## src/rtl/park_pkg.sv

```systemverilog
// Shared types and sizing for the parking allocator.
// Holds the FSM state enum, the spot count and a free-spot counting helper.
package park_pkg;

  localparam int NUM_SPOTS = 8;
  localparam int SPOT_W    = 3;

  typedef enum logic [1:0] {
    IDLE,
    ALLOC,
    GATE
  } park_state_t;

  function automatic logic [3:0] count_free(input logic [NUM_SPOTS-1:0] map);
    logic [3:0] cnt;
    cnt = '0;
    for (int i = 0; i < NUM_SPOTS; i++) begin
      cnt = cnt + 4'(~map[i]);
    end
    return cnt;
  endfunction

endpackage

```

## src/rtl/gate_timer.sv

```systemverilog
// Entry barrier timer: holds gate_open high for GATE_CYCLES cycles after start.
// busy means the gate is open and stays open for at least one more cycle.
module gate_timer #(
  parameter int GATE_CYCLES = 4
) (
  input  logic clk,
  input  logic reset,
  input  logic start,
  output logic busy,
  output logic gate_open
);

  logic [3:0] remaining;

  always_ff @(posedge clk) begin
    if (reset) begin
      gate_open <= 1'b0;
      remaining <= '0;
    end else if (start) begin
      gate_open <= 1'b1;
      remaining <= 4'(GATE_CYCLES - 1);
    end else if (gate_open) begin
      if (remaining == '0) begin
        gate_open <= 1'b0;
      end else begin
        remaining <= remaining - 4'd1;
      end
    end
  end

  assign busy = gate_open && (remaining != '0);

endmodule

```

## src/rtl/park_allocator.sv

```systemverilog
// Parking lot allocator: admits cars into the lowest free spot, drives the
// entry barrier, tracks occupancy and handles departures in every state.
module park_allocator
  import park_pkg::*;
#(
  parameter int GATE_CYCLES = 4
) (
  input  logic                 clk,
  input  logic                 reset,
  input  logic                 entry,
  input  logic [SPOT_W-1:0]    park_number,
  input  logic                 exit_req,
  input  logic [SPOT_W-1:0]    exit_number,
  output logic [NUM_SPOTS-1:0] parking_capacity,
  output logic                 gate_open,
  output logic                 assigned_valid,
  output logic [SPOT_W-1:0]    assigned_number,
  output logic                 full,
  output logic [3:0]           free_count,
  output logic                 entry_rejected,
  output logic                 exit_err
);

  park_state_t          state;
  park_state_t          next_state;
  logic                 entry_q;
  logic                 entry_event;
  logic                 pending;
  logic                 pending_next;
  logic                 admit;
  logic                 reject;
  logic                 timer_start;
  logic                 timer_busy;
  logic                 exit_hit;
  logic [NUM_SPOTS-1:0] set_mask;
  logic [NUM_SPOTS-1:0] clr_mask;

  assign full        = &parking_capacity;
  assign free_count  = count_free(parking_capacity);
  assign entry_event = entry && !entry_q;

  // The car is booked on the IDLE->ALLOC edge so that assigned_valid and the
  // bitmap bit both appear in the ALLOC cycle; a pending car goes first and a
  // simultaneous new event takes its place in the one-deep pending slot.
  always_comb begin
    next_state   = state;
    pending_next = pending;
    admit        = 1'b0;
    reject       = 1'b0;
    timer_start  = 1'b0;
    case (state)
      IDLE: begin
        if (entry_event || pending) begin
          if (!full) begin
            admit        = 1'b1;
            next_state   = ALLOC;
            pending_next = pending && entry_event;
          end else begin
            reject       = 1'b1;
            pending_next = 1'b0;
          end
        end
      end
      ALLOC: begin
        timer_start = 1'b1;
        next_state  = GATE;
        if (entry_event) pending_next = 1'b1;
      end
      GATE: begin
        if (entry_event) pending_next = 1'b1;
        if (!timer_busy) next_state = IDLE;
      end
      default: next_state = IDLE;
    endcase
  end

  always_comb begin
    exit_hit = exit_req && parking_capacity[exit_number];
    set_mask = admit    ? (NUM_SPOTS'(1) << park_number) : '0;
    clr_mask = exit_hit ? (NUM_SPOTS'(1) << exit_number) : '0;
  end

  always_ff @(posedge clk) begin
    if (reset) begin
      state   <= IDLE;
      pending <= 1'b0;
      entry_q <= 1'b0;
    end else begin
      state   <= next_state;
      pending <= pending_next;
      entry_q <= entry;
    end
  end

  // A set and a clear on the same spot cannot both be legal: the spot is free,
  // so the clear is already refused and flagged as an exit error.
  always_ff @(posedge clk) begin
    if (reset) begin
      parking_capacity <= '0;
      assigned_valid   <= 1'b0;
      assigned_number  <= '0;
      entry_rejected   <= 1'b0;
      exit_err         <= 1'b0;
    end else begin
      parking_capacity <= (parking_capacity & ~clr_mask) | set_mask;
      assigned_valid   <= admit;
      entry_rejected   <= reject;
      exit_err         <= exit_req && !exit_hit;
      if (admit) assigned_number <= park_number;
    end
  end

  gate_timer #(
    .GATE_CYCLES(GATE_CYCLES)
  ) u_gate_timer (
    .clk      (clk),
    .reset    (reset),
    .start    (timer_start),
    .busy     (timer_busy),
    .gate_open(gate_open)
  );

endmodule

```

## config.mk

```make
export PLATFORM = sky130hd
export DESIGN_NAME = park_allocator
export DESIGN_NICKNAME = d
export VERILOG_FILES = /design/src/rtl/park_pkg.sv /design/src/rtl/gate_timer.sv /design/src/rtl/park_allocator.sv
export SDC_FILE = /design/constraint.sdc
export NUM_CORES = 1
export LEC_CHECK = 0
export CAP_MARGIN = 20
export CORE_MARGIN = 1.5
export CORE_UTILIZATION = 25
export DETAILED_ROUTE_END_ITERATION = 16
export HOLD_SLACK_MARGIN = 0.08
export PLACE_DENSITY_LB_ADDON = 0.08
export RECOVER_POWER = 100
export SKIP_LAST_GASP = 1
export SYNTH_ARGS = -nofsm -noshare
export SYNTH_HDL_FRONTEND = slang
export SYNTH_SLANG_ARGS = --single-unit
```

## constraint.sdc

```tcl
create_clock -name clk -period 6.55 [get_ports clk]
set_input_delay 1.31 -clock clk [delete_from_list [all_inputs] [get_ports clk]]
set_output_delay 1.31 -clock clk [all_outputs]
set_load 0.01 [all_outputs]
```

# == Yosys cells after proc, flatten, opt, wreduce, memory -nomap -nowiden ==
# Index checks and enable logic that the tools add are counted.
# word_totals
wordCells,87
inputBits,10
out_inout_bits,20
reg_bits,23
# classes
eq_ne,7
mux,23
bitwise_logic,14
n_lt_le_gt_ge,1
n_addsub,8
n_shift,2
n_reduce_logical,21
# op_table
cell,n
$not A1 Y4,8
$add A4 B4 Y4,7
$mux W8,2
$shl A1 B3 Y8 const A,2
$mux W1,12
$mux W2,6
$and A8 B8 Y8,1
$ne A2 B2 Y1 const B,4
$not A8 Y8,1
$or A8 B8 Y8,1
$reduce_and A8 Y1,1
$pmux W2 S3,1
$reduce_and A3 Y1,2
$logic_and A1 B1 Y1,5
$logic_not A4 Y1,1
$lt A3 B4 Y1 const B,1
$reduce_and A2 Y1,2
$reduce_bool A2 Y1,2
$reduce_bool A4 Y1,1
$reduce_or A2 Y1,2
$sub A4 B1 Y4 const B,1
$bmux W1 S3,1
$not A1 Y1,3
$reduce_or A3 Y1,1
other kinds (7),8

# == Logic depth before layout (Yosys ltp) ==
# Gate-level depths: netlist (run 1).
# logic_depth
ltp_word,8
mapped_depth,8
depth_no_buf,8

# == By module ==
# Synthesis (run 1) repeated with hierarchy kept, for this count alone.
# unflattened
hier_cells,139
area_unflattened_um2,1361.3
# by_module_without_submodules
mod,area_per_inst_um2,n_inst,cells_per_inst,seq_area_each_um2
park_allocator,1108.6,1,112,360.3
gate_timer,252.7,1,27,100.1

# == Least setup slack after synthesis (run 1) ==
# No wires, ideal clock.
# synth_path
kind,flip-flop to output port
from,register parking_capacity[0]
to,output free_count[2]
stages_incl_launch_ff,9
path_slack_ns,2.454
t_required_ns,5.240
t_arrival_ns,2.786
path_buffers,0
cell_sequence,dfxtp_1 > inv_1 > fa_1 > fa_1 > fa_1 > ha_1 > inv_1 > fa_1 > xnor2_1
# synth_via
elab_chain_cells,8
# synth_rtl
item,line_no,text
from (decl),park_allocator.sv:14,"output logic [NUM_SPOTS-1:0] parking_capacity,"
from (signal assigned),park_allocator.sv:105,parking_capacity <= (parking_capacity & ~clr_mask) | set_mask;
$not A1 Y4,park_pkg.sv:18,cnt = cnt + 4'(~map[i]);
$add A4 B4 Y4 (7 in a row),park_pkg.sv:18,
to (decl),park_allocator.sv:19,"output logic [3:0] free_count,"
# Every way passes these cells.

# == Worst setup path in the final report (run 1) ==
# Ends and elaborated chain as after synthesis.

==> impl_metrics.csv, run 1 <==
group,metric,value,unit
pwr,power_frac_seq,38.1,%
synth,yosys.area.top_type,"dfxtp_1",
global_route,grt_pass1_wl,5310,µm
synth,synthCells,138,
timing,finalSetupTns,0,ns
route,routed_via_density,4.78,
synth,yosysMostFrequentCell,"dfxtp_1",
floorplanning,die_area,0.00563,mm²
synth,synth_compound_gate_area_share,19.3,%
timing,tightest_slew,0.580,ns
timing,min_period,4.94,ns
synth,synthAdderAreaFrac,14.9,%
clock_tree,clk_path_buf_depth,2,
global_route,antenna_found_initial,0,
synth,yosys.area_share.simple,14.7,%
synth,ys_async_sr_fraction,0,%
route,drtAntennaViolNets,0,
synth,synth.area.top_cells,"dfxtp_1 36%, ha_1 8.7%, fa_1 6.2%",
clock_tree,path_clk_slew,0.08,ns
clock_tree,cts_tree,"yes",
worst_setup_path,arrival,3.63,ns
worst_setup_path,end_kind,"primary output",
placed_design,hpwl,2520,µm
floorplanning,start_util,25.7,%
worst_setup_path,critical_path_required,5.24,ns
synth,synth_top_area_share,35.5,%
synth,postSynthAreaPerCell,9.39,µm²
synth,synth_warnings,0,
synth,synth-xor-area-share,2.70,%
timing,fmax,203,MHz
synth,syn-num-nets,161,
synth,synth_top_family_by_area,"compound AO/OA/AOI/OAI gates",
synth,synth.area.mux_share,5.02,%
floorplanning,ios,30,
route,wl_per_cell,14.1,µm
clock_tree,numCtsBuffers,3,
clock_tree,cts-resized-gates,0,
status,status,"completed",
global_route,gr-max-usage-layer,"met2",
worst_setup_path,worst-path-buf-inv,3,
floorplanning,rows,26,
clock_tree,clockRootBuffer,"clkbuf_8",
route,route.detailed.drc,0,
global_route,gr-usage-met1,17.0,%
clock_tree,htree_levels,1,
synth,synth_seq_cells,23,
worst_setup_path,worst-path-max-fanout,4,
global_route,grt_max_degree,15,
pwr,intPower,0.000315,W
timing,fin_skew,0.00261,ns
clock_tree,holdBufCountCts,0,
timing,fin_crit_sh,75.4,%
worst_setup_path,critPathLaunchType,"register",
placed_design,io_buffers,29,
synth,synth_cell_type_count,39,
global_route,grt_pass1_vias,1120,
pwr,p_clk_share,18.1,%
floorplanning,die_w,75.0,µm
clock_tree,insertion_delay,0.26,ns
synth,syn_area,0.00130,mm²
clock_tree,post_cts_buffers,0,
worst_setup_path,crit_path_cell_trace,"inv_1, fa_1, fa_1, fa_1, ha_1, inv_1, fa_1, xnor2_1, dlygate4sd3_1",
synth,synth_ff_type,"dfxtp_1",
route,routed_wl,3320,µm
timing,slew_headroom,61.2,%
pwr,powerDensity,289,mW/mm²
placed_design,dpl_cell_area,0.00165,mm²
timing,hold_viol_final,0,
worst_setup_path,critical_path.top_delay_family,"adder cells",
global_route,gr-usage-met2,18.8,%
worst_hold_path,hp-class,"register to register",
layout,nNetsFinal,190,
timing,rsz0062_at_grt,"no",
floorplanning,fp.coreArea,0.00504,mm²
global_route,use_met3,3.61,%
layout,diodes,0,
pwr,power.switching,0.000175,W
timing,drv_slew,0,
worst_setup_path,crit_top_cell,"fa_1",
pwr,comb_power_share,43.7,%
worst_setup_path,worstSetupPathType,"register to primary output",
route,via_count,1127,
layout,final_cell_area,0.00170,mm²
route,drtIter0Drc,77,
run,timing.max_cap.violations,0,
route,firstDrtPassIters,4,
worst_setup_path,cp_slowest_stage_delay,0.61,ns
pwr,p_leak,0.724,nW
timing,setup_viol,0,
clock_tree,clock_sinks,23,
synth,synth-seq-area-share,35.5,%
worst_setup_path,cp_slowest_cell,"dlygate4sd3_1",
layout,drive_gt1_share,6.02,%
global_route,grt_overflow,0,
pwr,ir_drop,0.0832,mV
synth,netlist_top_cells_count,"23 x dfxtp_1, 21 x inv_1, 9 x ha_1, 9 x nand2_1",
global_route,track_usage,12.3,%
synth,synth-edff-count,0,
layout,nFillCells,507,
layout,synthToLayoutAreaGrowth,30.8,%
floorplanning,die_h,75.0,µm
placed_design,gp_congestion,0.826,
pwr,p_sw_share,35.7,%
## cells in the final DEF, fill, tap and decap left out, types with 2 or more instances in the layout
master	count
inv_1	22
xnor2_1	2
a311oi_1	2
xor2_1	2
fa_1	4
o41ai_1	4
clkdlybuf4s50_1	7
mux2i_1	2
nand2b_1	2
dlygate4sd3_1	22
nand3_1	7
nor3_1	4
dfxtp_1	23
clkbuf_8	3
a21oi_1	6
nand2_1	9
ha_1	9
a41o_1	4
nor2b_1	5
mux4_2	2
o211ai_1	2
o21ai_0	5
nand4_1	2
o311ai_0	2
## logic make-up after synthesis
group	after synthesis
adder cells (fa/ha/maj)	13
AND/OR/NAND/NOR	34
AO/OA/AOI/OAI	33
multiplexers	4
XOR/XNOR	4
buffers and inverters	27
flip-flops	23
## worst paths after layout
| path | from | endpoint | slack, ns | depth (start not counted) |
|---|---|---|---|---|
| max | parking_capacity[0] | free_count[2] | 1.61 | 9 |
| min | assigned_number[0] | assigned_number[0] | 0.48 | 2 |
| max reg2reg | parking_capacity[1] | parking_capacity[5] | 4.71 | 6 |
| min reg2reg | assigned_number[0] | assigned_number[0] | 0.48 | 2 |
## sequential cells by signal, summed over array words and instances (netlist names)
signal / cells
entry_rejected: 1
u_gate_timer.gate_open: 1
parking_capacity: 8
pending: 1
assigned_valid: 1
entry_q: 1
assigned_number: 3
u_gate_timer.remaining: 4
exit_err: 1
state: 2
## tightest hold or removal path, stage by stage (launching register included)
cell and delay, ns:
dfxtp_1 0.31, o21ai_0 0.06, a21oi_1 0.06
## layout make-up
cell class | instances | area, µm² | area share [%]
clock buffer | 3 | 41.3 | 2.44
clock inverter | 1 | 5.00 | 0.295
inverter | 22 | 82.6 | 4.87
multi-input combinational | 88 | 728 | 43.0
sequential | 23 | 460 | 27.2
tap | 70 | 87.6 | 5.17
timing repair buffer | 29 | 290 | 17.1
## metrics by stage
stage / setup slack (ns) / total power [W] / hold WS [ns] / utilization (%) / std cells
6_report: 1.61 / 0.000490 / 0.482 / 33.6 / 236
5_1_grt: 1.46 / 0.000535 / 0.520 / 33.6 / 236
4_1_cts: 1.63 / 0.000509 / 0.491 / 33.7 / 236
3_5_place_dp: 1.95 / 0.000418 / 0.478 / 32.8 / 232
3_3_place_gp: 2.04 / 0.000410 / 0.461 / 32.8 / 232
2_1_floorplan: 2.45 / 0.000329 / 0.451 / - / 138
## routing by layer
| layer | wire (µm) | share of wire, % |
|---|---|---|
| met2 | 1550 | 47 |
| met4 | 31 | 0.93 |
| met3 | 189 | 5.7 |
| met5 | 0 | 0 |
| met1 | 1550 | 47 |
## power groups by stage
stage | Clock [W] | Sequential (W) | Combinational, W
3_5_place_dp | 0 | 0.000191 | 0.000227
2_1_floorplan | 0 | 0.000191 | 0.000138
3_3_place_gp | 0 | 0.000190 | 0.000221
5_1_grt | 0.000100 | 0.000191 | 0.000244
4_1_cts | 0.0000919 | 0.000188 | 0.000229
6_report | 0.0000888 | 0.000187 | 0.000214
(Power assumes the default switching activity.)
==> run 2, diff against run 1 <==
- clock period: 6.55 -> 4.4 ns (I/O delays scaled with it)
==> run 2 against run 1 <==
Net effect:
- non-clock buffer count stayed put
- worst setup slack got worse by 1.4 ns
- count of clock-buffer cells in the layout up 1
- clock skew grew 0.0030 ns
- power rose by 48%
- sequential power is 49% higher
- routed wire length shrank 0.48%
- die area is the same
- global-route usage is 0.080 points higher
- clock power increased by 49%
- worst hold slack lost 0.00072 ns
==> impl_metrics.csv, run 2 (synthesis results as in run 1) <==
group,metric,value,unit
clock_tree,numCtsBuffers,3,
worst_setup_path,worst-path-max-fanout,4,
floorplanning,ios,30,
worst_setup_path,cp_slowest_stage_delay,0.57,ns
worst_setup_path,crit_top_cell,"fa_1",
timing,setup_viol,0,
clock_tree,post_cts_buffers,0,
timing,fin_ws,0.236,ns
timing,fin_crit_sh,94.6,%
pwr,p_leak,0.735,nW
clock_tree,clock_sinks,23,
layout,final_common_cell,"inv_1",
timing,hold_viol_final,0,
worst_setup_path,r2r-start,"parking_capacity[0]",
global_route,antenna_found_initial,0,
worst_setup_path,arrival,3.28,ns
layout,synthToLayoutAreaGrowth,31.0,%
clock_tree,clockRootBuffer,"clkbuf_8",
worst_setup_path,cp_slowest_cell,"fa_1",
route,drtAntennaViolNets,0,
worst_hold_path,hp-start,"state[0]",
timing,rsz0062_at_grt,"no",
global_route,track_usage,12.4,%
global_route,grt_pass1_wl,5340,µm
layout,reg_top3,"parking_capacity (8), u_gate_timer.remaining (4), assigned_number (3)",
layout,top_register,"parking_capacity",
layout,final_cell_area,0.00170,mm²
route,routed_wl,3300,µm
worst_setup_path,regToRegSetupSlack,2.63,ns
worst_setup_path,critical_path_required,3.52,ns
route,via_count,1119,
floorplanning,die_area,0.00563,mm²
timing,slew_headroom,60.3,%
floorplanning,die_w,75.0,µm
timing,tightest_slew,0.593,ns
clock_tree,path_clk_slew,0.08,ns
worst_setup_path,crit_path_cell_trace,"inv_1, fa_1, fa_1, fa_1, ha_1, inv_1, fa_1, xnor2_1, dlygate4sd2_1",
placed_design,io_buffers,29,
route,route.detailed.drc,0,
layout,final_cell_mix,"22 x inv_1, 21 x dfxtp_1, 20 x dlygate4sd3_1",
pwr,powerDensity,427,mW/mm²
global_route,grt_overflow,0,
placed_design,place_ws,0.238,ns
placed_design,gp_congestion,0.827,
status,status,"completed",
pwr,ir_drop,0.118,mV
layout,nNetsFinal,190,
worst_setup_path,crit_path_start,"parking_capacity[0]",
route,firstDrtPassIters,4,
placed_design,dpl_cell_area,0.00165,mm²
timing,drv_slew,0,
route,drtIter0Drc,38,
worst_setup_path,end_kind,"primary output",
global_route,grt_max_degree,15,
timing,fmax,240,MHz
route,routed_via_density,4.74,
floorplanning,die_h,75.0,µm
floorplanning,rows,26,
pwr,totalPowerFinal,0.000725,W
layout,largest_reg_flops,8,
floorplanning,start_util,25.7,%
timing,fin_skew,0.00563,ns
layout,drive_gt1_share,6.63,%
layout,diodes,0,
placed_design,hpwl,2520,µm
clock_tree,insertion_delay,0.26,ns
worst_setup_path,worstSetupPathType,"register to primary output",
worst_hold_path,hp-class,"register to register",
run,timing.max_cap.violations,0,
route,wl_per_cell,14.0,µm
worst_setup_path,critPathLaunchType,"register",
global_route,grt_pass1_vias,1138,
clock_tree,cts_tree,"yes",
clock_tree,clk_path_buf_depth,2,
timing,min_period,4.16,ns
clock_tree,htree_levels,1,
floorplanning,fp.coreArea,0.00504,mm²
timing,finalSetupTns,0,ns
[run 2: cell count changes in the layout (fill, tap and decap cells not counted)]
cell	before	now
dfxtp_1	23	21
dfxtp_2	0	2
dlygate4sd3_1	22	20
clkbuf_1	0	1
clkinv_2	1	0
dlygate4sd2_1	0	1
dlymetal6s2s_1	0	1
[run 2: final timing paths]
kind,end,cells after the start
setup / recovery,free_count[2],9
hold / removal,state[0],2
setup reg to reg,parking_capacity[5],6
hold reg to reg,state[0],2
[run 2: timing repair]
item | 4_1_cts | 5_1_grt
resized for setup | 3 | 2
setup endpoints to repair | 2 | 1
hold buffers | 0 | 0
[run 2: layout make-up]
type,instances,area [µm²]
inverters,22,82.6
flip-flops and latches,23,463
multi-input cells,88,728
clock buffers,4,45.0
fillers,505,3340
repair buffers,29,292
well taps,70,87.6
[run 2: where the power goes]
| group | switching (W) | internal [W] | total [W] |
|---|---|---|---|
| clock | 0.0000672 | 0.0000646 | 0.000132 |
| combinational | 0.000158 | 0.000157 | 0.000315 |
| sequential | 0.0000306 | 0.000247 | 0.000278 |
[run 2: layer usage]
layer,GRT usage (%),up-vias,part of all wire [%]
li1,-,546,-
met1,17.6,539,48
met2,17.9,30,46
met5,0,-,0
met3,3.75,4,5.3
met4,4.44,0,1.0
[run 2: through the flow]
step	cells	utilization [%]	hold WS [ns]
floorplan	138	-	0.451
global placement	232	32.8	0.461
detailed placement	232	32.8	0.471
CTS	236	33.7	0.483
global route	236	33.7	0.503
finish	236	33.7	0.482
[run 2: critical path: cells and delay by family, from the launching register on]
kind | cells | cell delay [ns]
fa+ha+maj | 5 | 2.08
xor+xnor | 1 | 0.13
flops | 1 | 0.39
buf+inv | 3 | 0.42
==> run 3, diff against run 2 <==
- PLACE_DENSITY: unset -> 0.55
- PLACE_DENSITY_LB_ADDON: 0.08 -> unset
- SYNTH_HIERARCHICAL: unset -> 1
==> run 3 against run 2 <==
Net effect:
- clock power up 4%
- routed wire length down 8.9%
- flip-flop and latch count unchanged
- sequential share of layout area down 0.89 points
- die area up 4.8%
- non-clock buffer count up 1
- sequential power about the same
- synthesized cell count up 0.72%
- largest cell class unchanged
- largest power group unchanged
- highest routed layer unchanged
==> impl_metrics.csv, run 3 <==
group,metric,value,unit
layout,final_cells,239,
clock_tree,numCtsBuffers,3,
clock_tree,htree_levels,1,
clock_tree,cts_tree,"yes",
global_route,gr-max-usage-layer,"met2",
timing,setup_viol,0,
floorplanning,die_area,0.00590,mm²
route,drtAntennaViolNets,0,
synth,synth_top_area_share,33.8,%
synth,syn-num-nets,162,
timing,slew_headroom,19.9,%
global_route,use_met3,2.62,%
clock_tree,post_cts_buffers,0,
run,timing.max_cap.violations,0,
layout,largest_reg_flops,8,
synth,synth.area.top_cells,"dfxtp_1 34%, ha_1 8.3%, fa_1 5.9%",
synth,netlist_top_cells_count,"23 x dfxtp_1, 20 x inv_1, 9 x ha_1, 6 x nor2_1, 6 x nor3_1",
floorplanning,start_util,26.3,%
route,route.detailed.drc,0,
synth,synthCells,139,
route,firstDrtPassIters,4,
floorplanning,die_w,76.8,µm
layout,final_cell_area,0.00175,mm²
synth,synth-xor-area-share,0.643,%
worst_setup_path,critPathLaunchType,"register",
clock_tree,insertion_delay,0.27,ns
pwr,powerDensity,430,mW/mm²
placed_design,io_buffers,29,
layout,final_common_cell,"dfxtp_1",
clock_tree,clk_path_buf_depth,2,
timing,min_period,4.26,ns
synth,ys_async_sr_fraction,0,%
synth,synthAdderAreaFrac,14.2,%
worst_setup_path,worstSetupPathType,"register to primary output",
clock_tree,path_clk_slew,0.10,ns
global_route,track_usage,10.8,%
route,routed_via_density,4.57,
floorplanning,fp.coreArea,0.00517,mm²
placed_design,dp_cells,235,
layout,nFillCells,535,
global_route,gr-usage-met1,14.6,%
layout,top_register,"parking_capacity",
pwr,ir_drop,0.130,mV
synth,yosys.area.top_type,"dfxtp_1",
clock_tree,holdBufCountCts,0,
layout,drive_gt1_share,11.2,%
synth,synth_top_family_by_area,"simple AND/OR/NAND/NOR gates",
timing,fmax,235,MHz
synth,synth.area.mux_share,7.08,%
synth,synth_ff_type,"dfxtp_1",
synth,yosys.area_share.simple,23.2,%
worst_hold_path,hp-class,"register to register",
floorplanning,ios,30,
timing,fin_crit_sh,96.8,%
global_route,gr-usage-met2,17.9,%
synth,syn_area,0.00136,mm²
worst_setup_path,worst-path-max-fanout,5,
layout,fin_util,33.8,%
timing,drv_slew,0,
layout,nNetsFinal,193,
route,via_count,1093,
timing,tightest_slew,1.20,ns
timing,fin_skew,0.0145,ns
layout,synthToLayoutAreaGrowth,28.6,%
global_route,antenna_found_initial,0,
route,wl_per_cell,12.6,µm
layout,reg_top3,"parking_capacity (8), u_gate_timer/remaining (4), assigned_number (3)",
timing,rsz0062_at_grt,"no",
timing,finalSetupTns,0,ns
synth,synth_warnings,6,
pwr,p_leak,0.700,nW
route,drtIter0Drc,58,
synth,synth-seq-area-share,33.8,%
placed_design,dpl_cell_area,0.00172,mm²
worst_setup_path,arrival,3.38,ns
synth,synth-edff-count,0,
status,status,"completed",
floorplanning,rows,26,
synth,synth_seq_cells,23,
worst_setup_path,end_kind,"primary output",
worst_setup_path,critical_path_required,3.52,ns
placed_design,gp_congestion,0.823,
floorplanning,die_h,76.8,µm
synth,synth_cell_type_count,44,
synth,postSynthAreaPerCell,9.79,µm²
global_route,grt_overflow,0,
global_route,grt_pass1_wl,5250,µm
synth,synth_compound_gate_area_share,13.1,%
global_route,grt_max_degree,30,
clock_tree,clock_sinks,23,
global_route,grt_pass1_vias,1050,
layout,final_cell_mix,"22 x dfxtp_1, 20 x inv_1, 20 x dlygate4sd3_1",
timing,fin_hold_ws,0.471,ns
timing,hold_viol_final,0,
clock_tree,clockRootBuffer,"clkbuf_8",
layout,diodes,0,
route,routed_wl,3010,µm
synth,yosysMostFrequentCell,"dfxtp_1",
placed_design,hpwl,2290,µm
==> run 3: changes by cell type after synthesis, moves of 3 or more <==
cell,change
nand2_1,-5
nor2_1,+6
nand2b_1,+3
o32ai_1,+5
o41ai_1,-4
nand3b_1,+3
nand3_1,-4
a41o_1,-4
==> run 3: worst paths after layout <==
kind / startpoint / endpoint / slack (ns) / cells past startpoint
setup / recovery: parking_capacity[0] / free_count[1] / 0.14 / 9
hold / removal: assigned_number[0] / assigned_number[0] / 0.47 / 2
setup reg to reg: u_gate_timer/remaining[0] / state[1] / 2.51 / 6
hold reg to reg: assigned_number[0] / assigned_number[0] / 0.47 / 2
==> run 3: where the power goes <==
group / switching (W) / internal, W
clock network: 0.0000726 / 0.0000641
registers: 0.0000350 / 0.000245
logic: 0.000171 / 0.000165
total: 0.000278 / 0.000474
==> run 3: area by class of cell <==
type	count	area [µm²]	area share, %
clock buffer	3	41.3	2.36
tap	70	87.6	5.00
inverter	21	78.8	4.50
sequential	23	462	26.4
timing repair buffer	30	288	16.4
multi-input combinational	91	786	44.9
clock inverter	1	7.51	0.429
==> run 3: metal layers <==
layer | wire length, µm | part of all wire (%)
met3 | 94 | 3.1
met2 | 1430 | 48
met1 | 1470 | 49
met5 | 0 | 0
met4 | 11 | 0.37
==> run 3: cells by family after synthesis <==
family | after synthesis
xor gates and xnor gates | 1
adders and majority gates | 13
buffers and inverters | 25
AOI/OAI and AO/OA | 23
muxes | 7
and+or+nand+nor | 47
DFF | 23
==> run 3: per-stage QoR <==
stage          total power, W  setup slack [ns]
2_1_floorplan        0.000518             0.830
3_3_place_gp         0.000643             0.372
3_5_place_dp         0.000643             0.321
4_1_cts              0.000786          0.000322
5_1_grt              0.000819           0.00442
6_report             0.000753             0.141
==> run 3: critical path, cell delays in order, from the launching register on <==
cell             delay (ns)
dfxtp_2                0.36
fa_1                   0.54
inv_1                  0.05
fa_1                   0.44
fa_1                   0.49
ha_1                   0.17
inv_1                  0.06
fa_1                   0.42
inv_1                  0.06
clkdlybuf4s50_1        0.52
==> run 3: what timing repair did <==
item,4_1_cts,5_1_grt
endpoints found under the setup margin,0,2
endpoints found under the hold margin,0,0
resized for setup,0,2
